`src/rtl/drop_sequencer.sv`:
```
// Measure/decide/drop sequencer: averages four height sensors, derives a fall time
// from a bit-serial square root, and pulses the drop actuator when permitted.
module drop_sequencer #(
  parameter int DROP_HOLD = 8
) (
  input  logic        clk,
  input  logic        rst_n,
  input  logic        start,
  input  logic [7:0]  sensor1,
  input  logic [7:0]  sensor2,
  input  logic [7:0]  sensor3,
  input  logic [7:0]  sensor4,
  input  logic [15:0] t_lim,
  input  logic        drop_en,
  output logic        busy,
  output logic        done,
  output logic [15:0] t_act,
  output logic        drop_activated
);

  typedef enum logic [2:0] {IDLE, CAPTURE, SQRT, DECIDE, DROP} state_t;

  state_t      state;
  logic [7:0]  s1_q, s2_q, s3_q, s4_q;
  logic [15:0] radicand;
  logic [11:0] rem;
  logic [7:0]  root;
  logic [2:0]  iter;
  logic [7:0]  hold_cnt;

  logic [9:0]  sum;
  logic [7:0]  height;
  logic [11:0] rem_shift;
  logic [11:0] trial;
  logic        take;
  logic [7:0]  root_next;

  // One restoring-sqrt step: bring down the next radicand bit pair and try 4*root+1.
  always_comb begin
    sum       = {2'b00, s1_q} + {2'b00, s2_q} + {2'b00, s3_q} + {2'b00, s4_q};
    height    = sum[9:2];
    rem_shift = (rem << 2) | {10'd0, radicand[15:14]};
    trial     = {2'b00, root, 2'b01};
    take      = (rem_shift >= trial);
    root_next = {root[6:0], take};
  end

  always_ff @(posedge clk) begin
    if (!rst_n) begin
      state          <= IDLE;
      s1_q           <= '0;
      s2_q           <= '0;
      s3_q           <= '0;
      s4_q           <= '0;
      radicand       <= '0;
      rem            <= '0;
      root           <= '0;
      iter           <= '0;
      hold_cnt       <= '0;
      busy           <= 1'b0;
      done           <= 1'b0;
      t_act          <= '0;
      drop_activated <= 1'b0;
    end else begin
      done <= 1'b0;
      case (state)
        IDLE: begin
          if (start) begin
            s1_q  <= sensor1;
            s2_q  <= sensor2;
            s3_q  <= sensor3;
            s4_q  <= sensor4;
            busy  <= 1'b1;
            state <= CAPTURE;
          end
        end
        CAPTURE: begin
          radicand <= {height, 8'h00};
          rem      <= '0;
          root     <= '0;
          iter     <= '0;
          state    <= SQRT;
        end
        SQRT: begin
          rem      <= take ? (rem_shift - trial) : rem_shift;
          root     <= root_next;
          radicand <= {radicand[13:0], 2'b00};
          iter     <= iter + 3'd1;
          // Final step: publish the fall time straight from the completed root.
          if (iter == 3'd7) begin
            t_act <= {9'd0, root_next[7:1]};
            done  <= 1'b1;
            state <= DECIDE;
          end
        end
        DECIDE: begin
          if (drop_en && (t_act <= t_lim)) begin
            drop_activated <= 1'b1;
            hold_cnt       <= 8'(DROP_HOLD - 1);
            state          <= DROP;
          end else begin
            busy  <= 1'b0;
            state <= IDLE;
          end
        end
        DROP: begin
          if (!drop_en || (hold_cnt == 8'd0)) begin
            drop_activated <= 1'b0;
            busy           <= 1'b0;
            hold_cnt       <= '0;
            state          <= IDLE;
          end else begin
            hold_cnt <= hold_cnt - 8'd1;
          end
        end
        default: begin
          busy           <= 1'b0;
          drop_activated <= 1'b0;
          state          <= IDLE;
        end
      endcase
    end
  end

endmodule

```
`config.mk`:
```
export PLATFORM = sky130hd
export DESIGN_NAME = drop_sequencer
export DESIGN_NICKNAME = d
export VERILOG_FILES = /design/src/rtl/drop_sequencer.sv
export SDC_FILE = /design/constraint.sdc
export NUM_CORES = 1
export LEC_CHECK = 0
export CORE_MARGIN = 2
export CORE_UTILIZATION = 55
export DETAILED_ROUTE_END_ITERATION = 8
export DONT_BUFFER_PORTS = 1
export GPL_TIMING_DRIVEN = 0
export HOLD_SLACK_MARGIN = 0.06
export PLACE_DENSITY_LB_ADDON = 0.08
export SKIP_CTS_REPAIR_TIMING = 1
export SYNTH_ARGS = -nofsm -noshare
export SYNTH_HDL_FRONTEND = slang
export SYNTH_SLANG_ARGS = --single-unit
```
`constraint.sdc`:
```
create_clock -name clk -period 7.56 [get_ports clk]
set_clock_uncertainty 0.15 [all_clocks]
set_input_delay 1.512 -clock clk [delete_from_list [all_inputs] [get_ports clk]]
set_output_delay 1.512 -clock clk [all_outputs]
set_load 0.02 [all_outputs]
```
==> impl_metrics.json, run 1 <==
{
  "nets": 698,
  "final_area_um2": 4981,
  "grt-ovfl-total": 0,
  "grt_use_met1_pct": 27.22,
  "cp-start-kind": "register",
  "core_area_um2": 8175,
  "register_area_um2": 1642,
  "yosys_warnings": 0,
  "hold_viol_final": 0,
  "max_cap_viol_count": 0,
  "min_path_type": "reg -> reg",
  "clk-insertion-delay-late_ns": 0.35,
  "setup_viol": 0,
  "htreeDepth": 3,
  "synth_enable_flop_cells": 0,
  "netlist_instances": 583,
  "ir_worst_vdd_mv": 0.08850,
  "tns_ns": 0,
  "drv_slew": 0,
  "synth-main-ff-cell": "dfxtp_1",
  "vias": 3781,
  "cellPowerDensity_nw_per_um2": 213.7,
  "ys_types": 50,
  "syn2layout_area_growth_pct": 7.653,
  "grt_pass1_vias": 3500,
  "yosysTopAreaCell": "dfxtp_1",
  "vias_per_cell": 5.318,
  "clkTransAtPathRegs_ns": 0.08,
  "max-slew-margin-rel_pct": 54.58,
  "cp.arrival_ns": 3.32,
  "rows": 33,
  "critPathCaptureType": "register",
  "drc_errors": 0,
  "rsz0062_at_grt": "no",
  "use_met2_pct": 39.98,
  "power_w": 0.001064,
  "ys_seq_area_share_pct": 35.48,
  "synth-seq-cells": 82,
  "finalCriticalPeriod_ns": 3.256,
  "fmax_ghz": 0.3071,
  "worstPathRequired_ns": 7.62,
  "die_w_um": 95.72,
  "start_util_pct": 56.60,
  "finalCritPeriodShare_pct": 43.07,
  "cts_buffers": 9,
  "die_area_um2": 9162,
  "ant_nets": 0,
  "p_leak_nw": 2.068,
  "clock_tree.root_cell": "clkbuf_8",
  "syn_area_um2": 4627,
  "grt_first_pass_wirelength_um": 15950,
  "clkSinkCount": 82,
  "drtPass1Iterations": 4,
  "worstSetupPathType": "reg -> reg",
  "use_met3_pct": 3.915,
  "drive_above_1_share_pct": 6.271,
  "io_pins": 71,
  "hpwl_um": 7527,
  "async_flop_share_pct": 0,
  "status": "complete, no violations",
  "nFillCells": 756,
  "crit_fanout": 2,
  "synthTopCellsByArea": "dfxtp_1 (35%), nand2_1 (9.2%), ha_1 (7.6%)",
  "drt_iter0_markers": 166,
  "grt_use_total_pct": 22.38,
  "syn_avg_cell_area_um2": 7.936,
  "antenna_found_initial": 0,
  "tightest_slew_ns": 0.6776,
  "final_cell_mix": "nand2_1 (113), dfxtp_1 (82), inv_1 (69)",
  "busiest_layer": "met2",
  "die_h_um": 95.72,
  "clockBufferDepth": 2,
  "place_area_um2": 4788,
  "tritoncts": "done",
  "final_common_cell": "nand2_1",
  "grt_max_degree": 14,
  "antenna_cells": 0,
  "setup_ws_ns": 4.304,
  "post-place-ws_ns": 4.161,
  "yosys.area.top_type_share_pct": 35.48,
  "totalWireLength_um": 9749,
  "wl_per_cell_um": 13.71,
  "port_buffers": 0,
  "gp_congestion": 0.8316,
  "final_core_util_pct": 60.93,
  "multi_input_area_um2": 2566
}
report_power, final:
| part | total, W | internal (W) | switching [W] | leakage (nW) |
|---|---|---|---|---|
| Combinational | 0.000283 | 0.000119 | 0.000164 | 1.31 |
| Clock | 0.000312 | 0.000159 | 0.000153 | 0.0941 |
| Sequential | 0.000469 | 0.000454 | 0.0000150 | 0.667 |
stage by stage:
step | hold WS (ns) | instances
floorplan | 0.2863 | 591
global placement | 0.2949 | 696
detailed placement | 0.2975 | 696
CTS | 0.3086 | 711
global route | 0.3248 | 711
finish | 0.3061 | 711
registers in the layout, summed over array words and instances (netlist names):
| name | flops |
|---|---|
| hold_cnt | 8 |
| state | 3 |
| s2_q | 8 |
| radicand | 8 |
| done | 1 |
| s4_q | 8 |
| s1_q | 8 |
| s3_q | 8 |
| root | 8 |
| rem | 10 |
| iter | 3 |
| drop_activated | 1 |
| t_act | 7 |
| busy | 1 |
critical path: stages, from the launching register on:
cell	delay (ns)
dfxtp_1	0.33
inv_1	0.07
fa_1	0.53
inv_1	0.06
fa_1	0.48
nand2_1	0.09
nor2_1	0.05
fa_1	0.40
a21o_1	0.20
a21oi_1	0.23
o21ai_0	0.19
a21o_1	0.21
nand2_1	0.06
a31oi_1	0.07
area by class of cell:
cell class | instances | share of cell area, %
Tap cell | 105 | 2.638
Clock buffer | 10 | 2.763
Multi-Input combinational cell | 407 | 51.52
Sequential cell | 82 | 32.96
Buffer | 33 | 3.818
Clock inverter | 5 | 1.105
Inverter | 69 | 5.200
layer usage:
layer  part of all wire, %  vias up
met3                   3.6       11
met5                     0        -
met4                   1.4        0
li1                      -     1954
met1                    45     1746
met2                    50       70
kinds of logic after synthesis:
family / synth area share [%]
xor+xnor: 1.893
compound gates: 18.25
simple gates: 18.58
flops: 35.48
fa+ha+maj: 14.49
other cells: 0.08105
buf+inv: 9.708
mux: 1.514
synthesized netlist by cell type (2+ instances only):
cell type	n
nand3_1	4
mux2i_1	7
xor2_1	4
buf_2	4
a31oi_1	9
o211ai_1	2
nor2_1	42
or3_1	3
o31ai_1	3
buf_4	10
o21ai_1	11
inv_1	69
nand2b_1	9
a22oi_1	17
clkbuf_1	16
dfxtp_1	82
o21ai_0	12
a21oi_1	62
nor3_1	10
a211oi_1	7
nand2_1	113
nor4_1	2
o21a_1	4
xnor2_1	6
nor2b_1	3
fa_1	16
a21o_1	3
ha_1	28
nand4_1	4
path summary, 6_finish.rpt:
path	cells past startpoint	slack (ns)	start	to
worst max-delay path	13	4.30	s1_q[1]	radicand[15]
worst min-delay path	2	0.31	s3_q[6]	s3_q[6]
worst max register to register	13	4.30	s1_q[1]	radicand[15]
worst min register to register	2	0.31	s3_q[6]	s3_q[6]
No activity file was read; power rests on OpenSTA's default activity.
==> run 2: changes to the inputs <==
clock period = 3.4 ns   (was 7.56 ns; I/O delays follow)
==> impl_metrics.json, run 2 (synthesis gave the netlist of run 1 again) <==
{
  "hpwl_um": 7527,
  "drv_slew": 0,
  "status": "complete, no violations",
  "grt_use_total_pct": 22.38,
  "routed.top_layer": "met4",
  "fmax_ghz": 0.3118,
  "port_buffers": 0,
  "min_path_type": "in -> reg",
  "antenna_cells": 0,
  "final_area_um2": 4981,
  "max_cap_viol_count": 0,
  "drt-met1-wl_um": 4371,
  "io_pins": 71,
  "cp-start-kind": "register",
  "cp.arrival_ns": 3.27,
  "gp_congestion": 0.8316,
  "syn2layout_area_growth_pct": 7.653,
  "clkSinkCount": 82,
  "tightest_slew_ns": 0.6805,
  "place_area_um2": 4788,
  "critPathCaptureType": "register",
  "place_inst": 696,
  "stdcell_count": 711,
  "drc_errors": 0,
  "ant_nets": 0,
  "tns_ns": 0,
  "rows": 33,
  "wl_per_cell_um": 13.70,
  "vias": 3777,
  "hold_viol_final": 0,
  "grt_max_degree": 14,
  "core_area_um2": 8175,
  "die_h_um": 95.72,
  "drtPass1Iterations": 4,
  "clock_tree.root_cell": "clkbuf_8",
  "clkTransAtPathRegs_ns": 0.08,
  "top_register": "rem",
  "crit_fanout": 2,
  "die_area_um2": 9162,
  "wl_met3_um": 342,
  "ir_worst_vdd_mv": 0.1968,
  "setup_viol": 0,
  "clockBufferDepth": 2,
  "p_leak_nw": 2.067,
  "grt_first_pass_wirelength_um": 15950,
  "setup_ws_ns": 0.1926,
  "finalCritPeriodShare_pct": 94.34,
  "met2_length_um": 4891,
  "grt-ovfl-total": 0,
  "post-place-ws_ns": 0.1895,
  "cts_buffers": 9,
  "drive_above_1_share_pct": 6.271,
  "worstSetupPathType": "reg -> reg",
  "nets": 698,
  "tritoncts": "done",
  "max-slew-margin-rel_pct": 54.38,
  "die_w_um": 95.72,
  "rsz0062_at_grt": "no",
  "antenna_found_initial": 0,
  "final_cell_mix": "nand2_1 (113), dfxtp_1 (82), inv_1 (69)",
  "clk-insertion-delay-late_ns": 0.35,
  "cellPowerDensity_nw_per_um2": 475.0,
  "largest_register_ffs": 10,
  "vias_per_cell": 5.312,
  "start_util_pct": 56.60,
  "htreeDepth": 3,
  "grt_pass1_vias": 3500,
  "worstPathRequired_ns": 3.46,
  "final_core_util_pct": 60.93,
  "totalWireLength_um": 9738,
  "final_common_cell": "nand2_1",
  "finalCriticalPeriod_ns": 3.207,
  "drt_iter0_markers": 166
}
[run 2: cell counts in the layout (fill, tap and decap cells not counted)]
Identical to the previous run, type by type.
[run 2: layer usage]
layer	vias up	GRT usage [%]
li1	1953	-
met1	1747	27.22
met2	66	39.98
met3	11	3.915
met4	0	7.381
met5	-	0
[run 2: cell type report]
cell class              count  area (µm²)
inverters                  69       259.0
well taps                 105       131.4
clock inverters             5       55.05
multi-input cells         407        2566
flip-flops and latches     82        1642
fillers                   756        3194
plain buffers              33       190.2
clock buffers              10       137.6
[run 2: through the flow]
stage	hold WS, ns	power [W]
5_1_grt	0.3021	0.002507
3_5_place_dp	0.2975	0.001696
2_1_floorplan	0.2863	0.001573
6_report	0.3048	0.002366
3_3_place_gp	0.2949	0.001677
4_1_cts	0.2958	0.002385
[run 2: power by group]
| part | switching, W | leakage (nW) | total (W) | internal [W] |
|---|---|---|---|---|
| Sequential | 0.0000332 | 0.667 | 0.00104 | 0.00101 |
| Combinational | 0.000365 | 1.31 | 0.000630 | 0.000265 |
| Clock | 0.000341 | 0.0941 | 0.000693 | 0.000352 |
| Total | 0.000739 | 2.07 | 0.00237 | 0.00163 |
[run 2: worst paths after layout]
check / start / endpoint / slack (ns) / cells past startpoint
worst max-delay path: s1_q[1] / radicand[15] / 0.19 / 13
worst min-delay path: sensor1[1] / s1_q[1] / 0.30 / 2
worst max register to register: s1_q[1] / radicand[15] / 0.19 / 13
worst min register to register: s3_q[6] / s3_q[6] / 0.31 / 2
[run 2: critical path, cell delays in order (launching register included)]
cell     delay [ns]
dfxtp_1        0.33
inv_1          0.07
fa_1           0.53
inv_1          0.06
fa_1           0.48
nand2_1        0.09
nor2_1         0.05
fa_1           0.40
a21o_1         0.20
a21oi_1        0.24
o21ai_1        0.15
a21o_1         0.19
nand2_1        0.06
a31oi_1        0.07
==> run 3: changes to the inputs <==
CORE_MARGIN = not set   (was 2)
REMOVE_ABC_BUFFERS = 1   (was not set)
==> impl_metrics.json, run 3 (synthesis gave the netlist of run 1 again) <==
{
  "cellPowerDensity_nw_per_um2": 480.6,
  "syn2layout_area_growth_pct": 4.354,
  "drive_above_1_share_pct": 4.688,
  "wl_per_cell_um": 12.81,
  "max_cap_viol_count": 0,
  "port_buffers": 0,
  "antenna_found_initial": 0,
  "worstPathRequired_ns": 3.44,
  "grt_first_pass_wirelength_um": 14760,
  "clkTransAtPathRegs_ns": 0.08,
  "grt_pass1_vias": 3306,
  "clkSinkCount": 82,
  "crit_fanout": 2,
  "p_switching_w": 0.0007307,
  "p_leak_nw": 1.978,
  "drc_errors": 0,
  "final_area_um2": 4828,
  "totalWireLength_um": 8724,
  "final_common_cell": "nand2_1",
  "tightest_slew_ns": 1.238,
  "die_area_um2": 8783,
  "place_area_um2": 4644,
  "max-slew-margin-rel_pct": 17.49,
  "io_pins": 71,
  "swShare_pct": 31.49,
  "cts_buffers": 9,
  "min_path_type": "in -> reg",
  "critPathCaptureType": "register",
  "drv_slew": 0,
  "crit_start": "s1_q[1]",
  "final_cell_mix": "nand2_1 (113), dfxtp_1 (82), inv_1 (68)",
  "grt_use_total_pct": 21.23,
  "drt_iter0_markers": 185,
  "clockBufferDepth": 2,
  "p_int_w": 0.001590,
  "tritoncts": "done",
  "top_register": "rem",
  "htreeDepth": 3,
  "nets": 668,
  "holdWs_ns": 0.3046,
  "grt_max_degree": 50,
  "drtPass1Iterations": 4,
  "timing.critical_path.to": "radicand[15]",
  "hold_viol_final": 0,
  "vias_per_cell": 5.442,
  "p_comb_share_pct": 25.7,
  "ant_nets": 0,
  "power_frac_clock_pct": 29.3,
  "largest_register_ffs": 10,
  "worstSetupPathType": "reg -> reg",
  "rsz0062_at_grt": "no",
  "rows": 33,
  "reg2reg_to": "radicand[15]",
  "finalCritPeriodShare_pct": 93.23,
  "cp-start-kind": "register",
  "gp_congestion": 0.8196,
  "status": "complete, no violations",
  "core_area_um2": 8175,
  "vias": 3706,
  "finalCriticalPeriod_ns": 3.170,
  "start_util_pct": 56.60,
  "antenna_cells": 0,
  "ir_worst_vdd_mv": 0.2543,
  "tns_ns": 0,
  "hpwl_um": 6497,
  "cp.arrival_ns": 3.21,
  "rr_startpoint": "s1_q[1]",
  "fmax_ghz": 0.3155,
  "rrSetupSlack_ns": 0.23,
  "pwr-share-seq_pct": 45.0,
  "grt-ovfl-total": 0,
  "clock_tree.root_cell": "clkbuf_8",
  "r2r_cells": 13,
  "die_w_um": 93.72,
  "clk-insertion-delay-late_ns": 0.35,
  "die_h_um": 93.72,
  "hold_depth": 2,
  "setup_viol": 0
}
run 3: per-layer routing:
layer | up-vias | part of all wire, % | GRT usage [%] | wire length, µm
met5 | - | 0 | 0 | 0
met1 | 1749 | 49 | 28.38 | 4235
met4 | 0 | 0.61 | 5.769 | 53
met2 | 59 | 48 | 35.10 | 4144
met3 | 4 | 3.3 | 3.883 | 291
li1 | 1894 | - | - | -
run 3: through the flow:
stage | cells | setup WS [ns] | utilization [%] | power (W)
final | 681 | 0.2303 | 59.06 | 0.002321
after global routing | 681 | 0.03339 | 59.06 | 0.002472
after CTS | 681 | 0.1663 | 59.03 | 0.002345
after detailed placement | 666 | 0.1973 | 56.81 | 0.001665
after global placement | 663 | -0.6082 | 56.24 | 0.001640
after floorplan | 558 | 0.3921 | - | 0.001541
run 3: final cells by class:
type,count,area (µm²)
Sequential cell,82,1642
Fill cell,782,3347
Clock buffer,10,127.6
Tap cell,105,131.4
Multi-Input combinational cell,407,2576
Timing Repair Buffer,3,38.79
Inverter,69,259.0
Clock inverter,5,53.80
run 3: power groups by stage:
stage | logic (W) | registers [W] | clock network (W)
CTS | 0.000601 | 0.00104 | 0.000699
global placement | 0.000575 | 0.00107 | 0
finish | 0.000597 | 0.00104 | 0.000679
detailed placement | 0.000598 | 0.00107 | 0
global route | 0.000676 | 0.00105 | 0.000744
floorplan | 0.000483 | 0.00106 | 0
run 3: worst max-delay path, stage by stage (launching register included):
cell and delay, ns:
dfxtp_1 0.33, inv_1 0.06, fa_1 0.53, inv_1 0.05
fa_1 0.48, nand2_1 0.09, nor2_1 0.05, fa_1 0.40
a21o_1 0.19, a21oi_1 0.23, o21ai_1 0.15, a21o_1 0.19
nand2_1 0.06, a31oi_1 0.07
run 3: worst min-delay path by stage:
| stage | start | slack (ns) | end |
|---|---|---|---|
| 2_1_floorplan | s1_q[0] | 0.29 | s1_q[0] |
| 3_3_place_gp | s2_q[5] | 0.29 | s2_q[5] |
| 4_1_cts | rst_n | 0.29 | state[0] |
| 5_1_grt | sensor3[1] | 0.29 | s3_q[1] |
| 6_report | rst_n | 0.30 | state[0] |
| 3_5_place_dp | s1_q[5] | 0.30 | s1_q[5] |
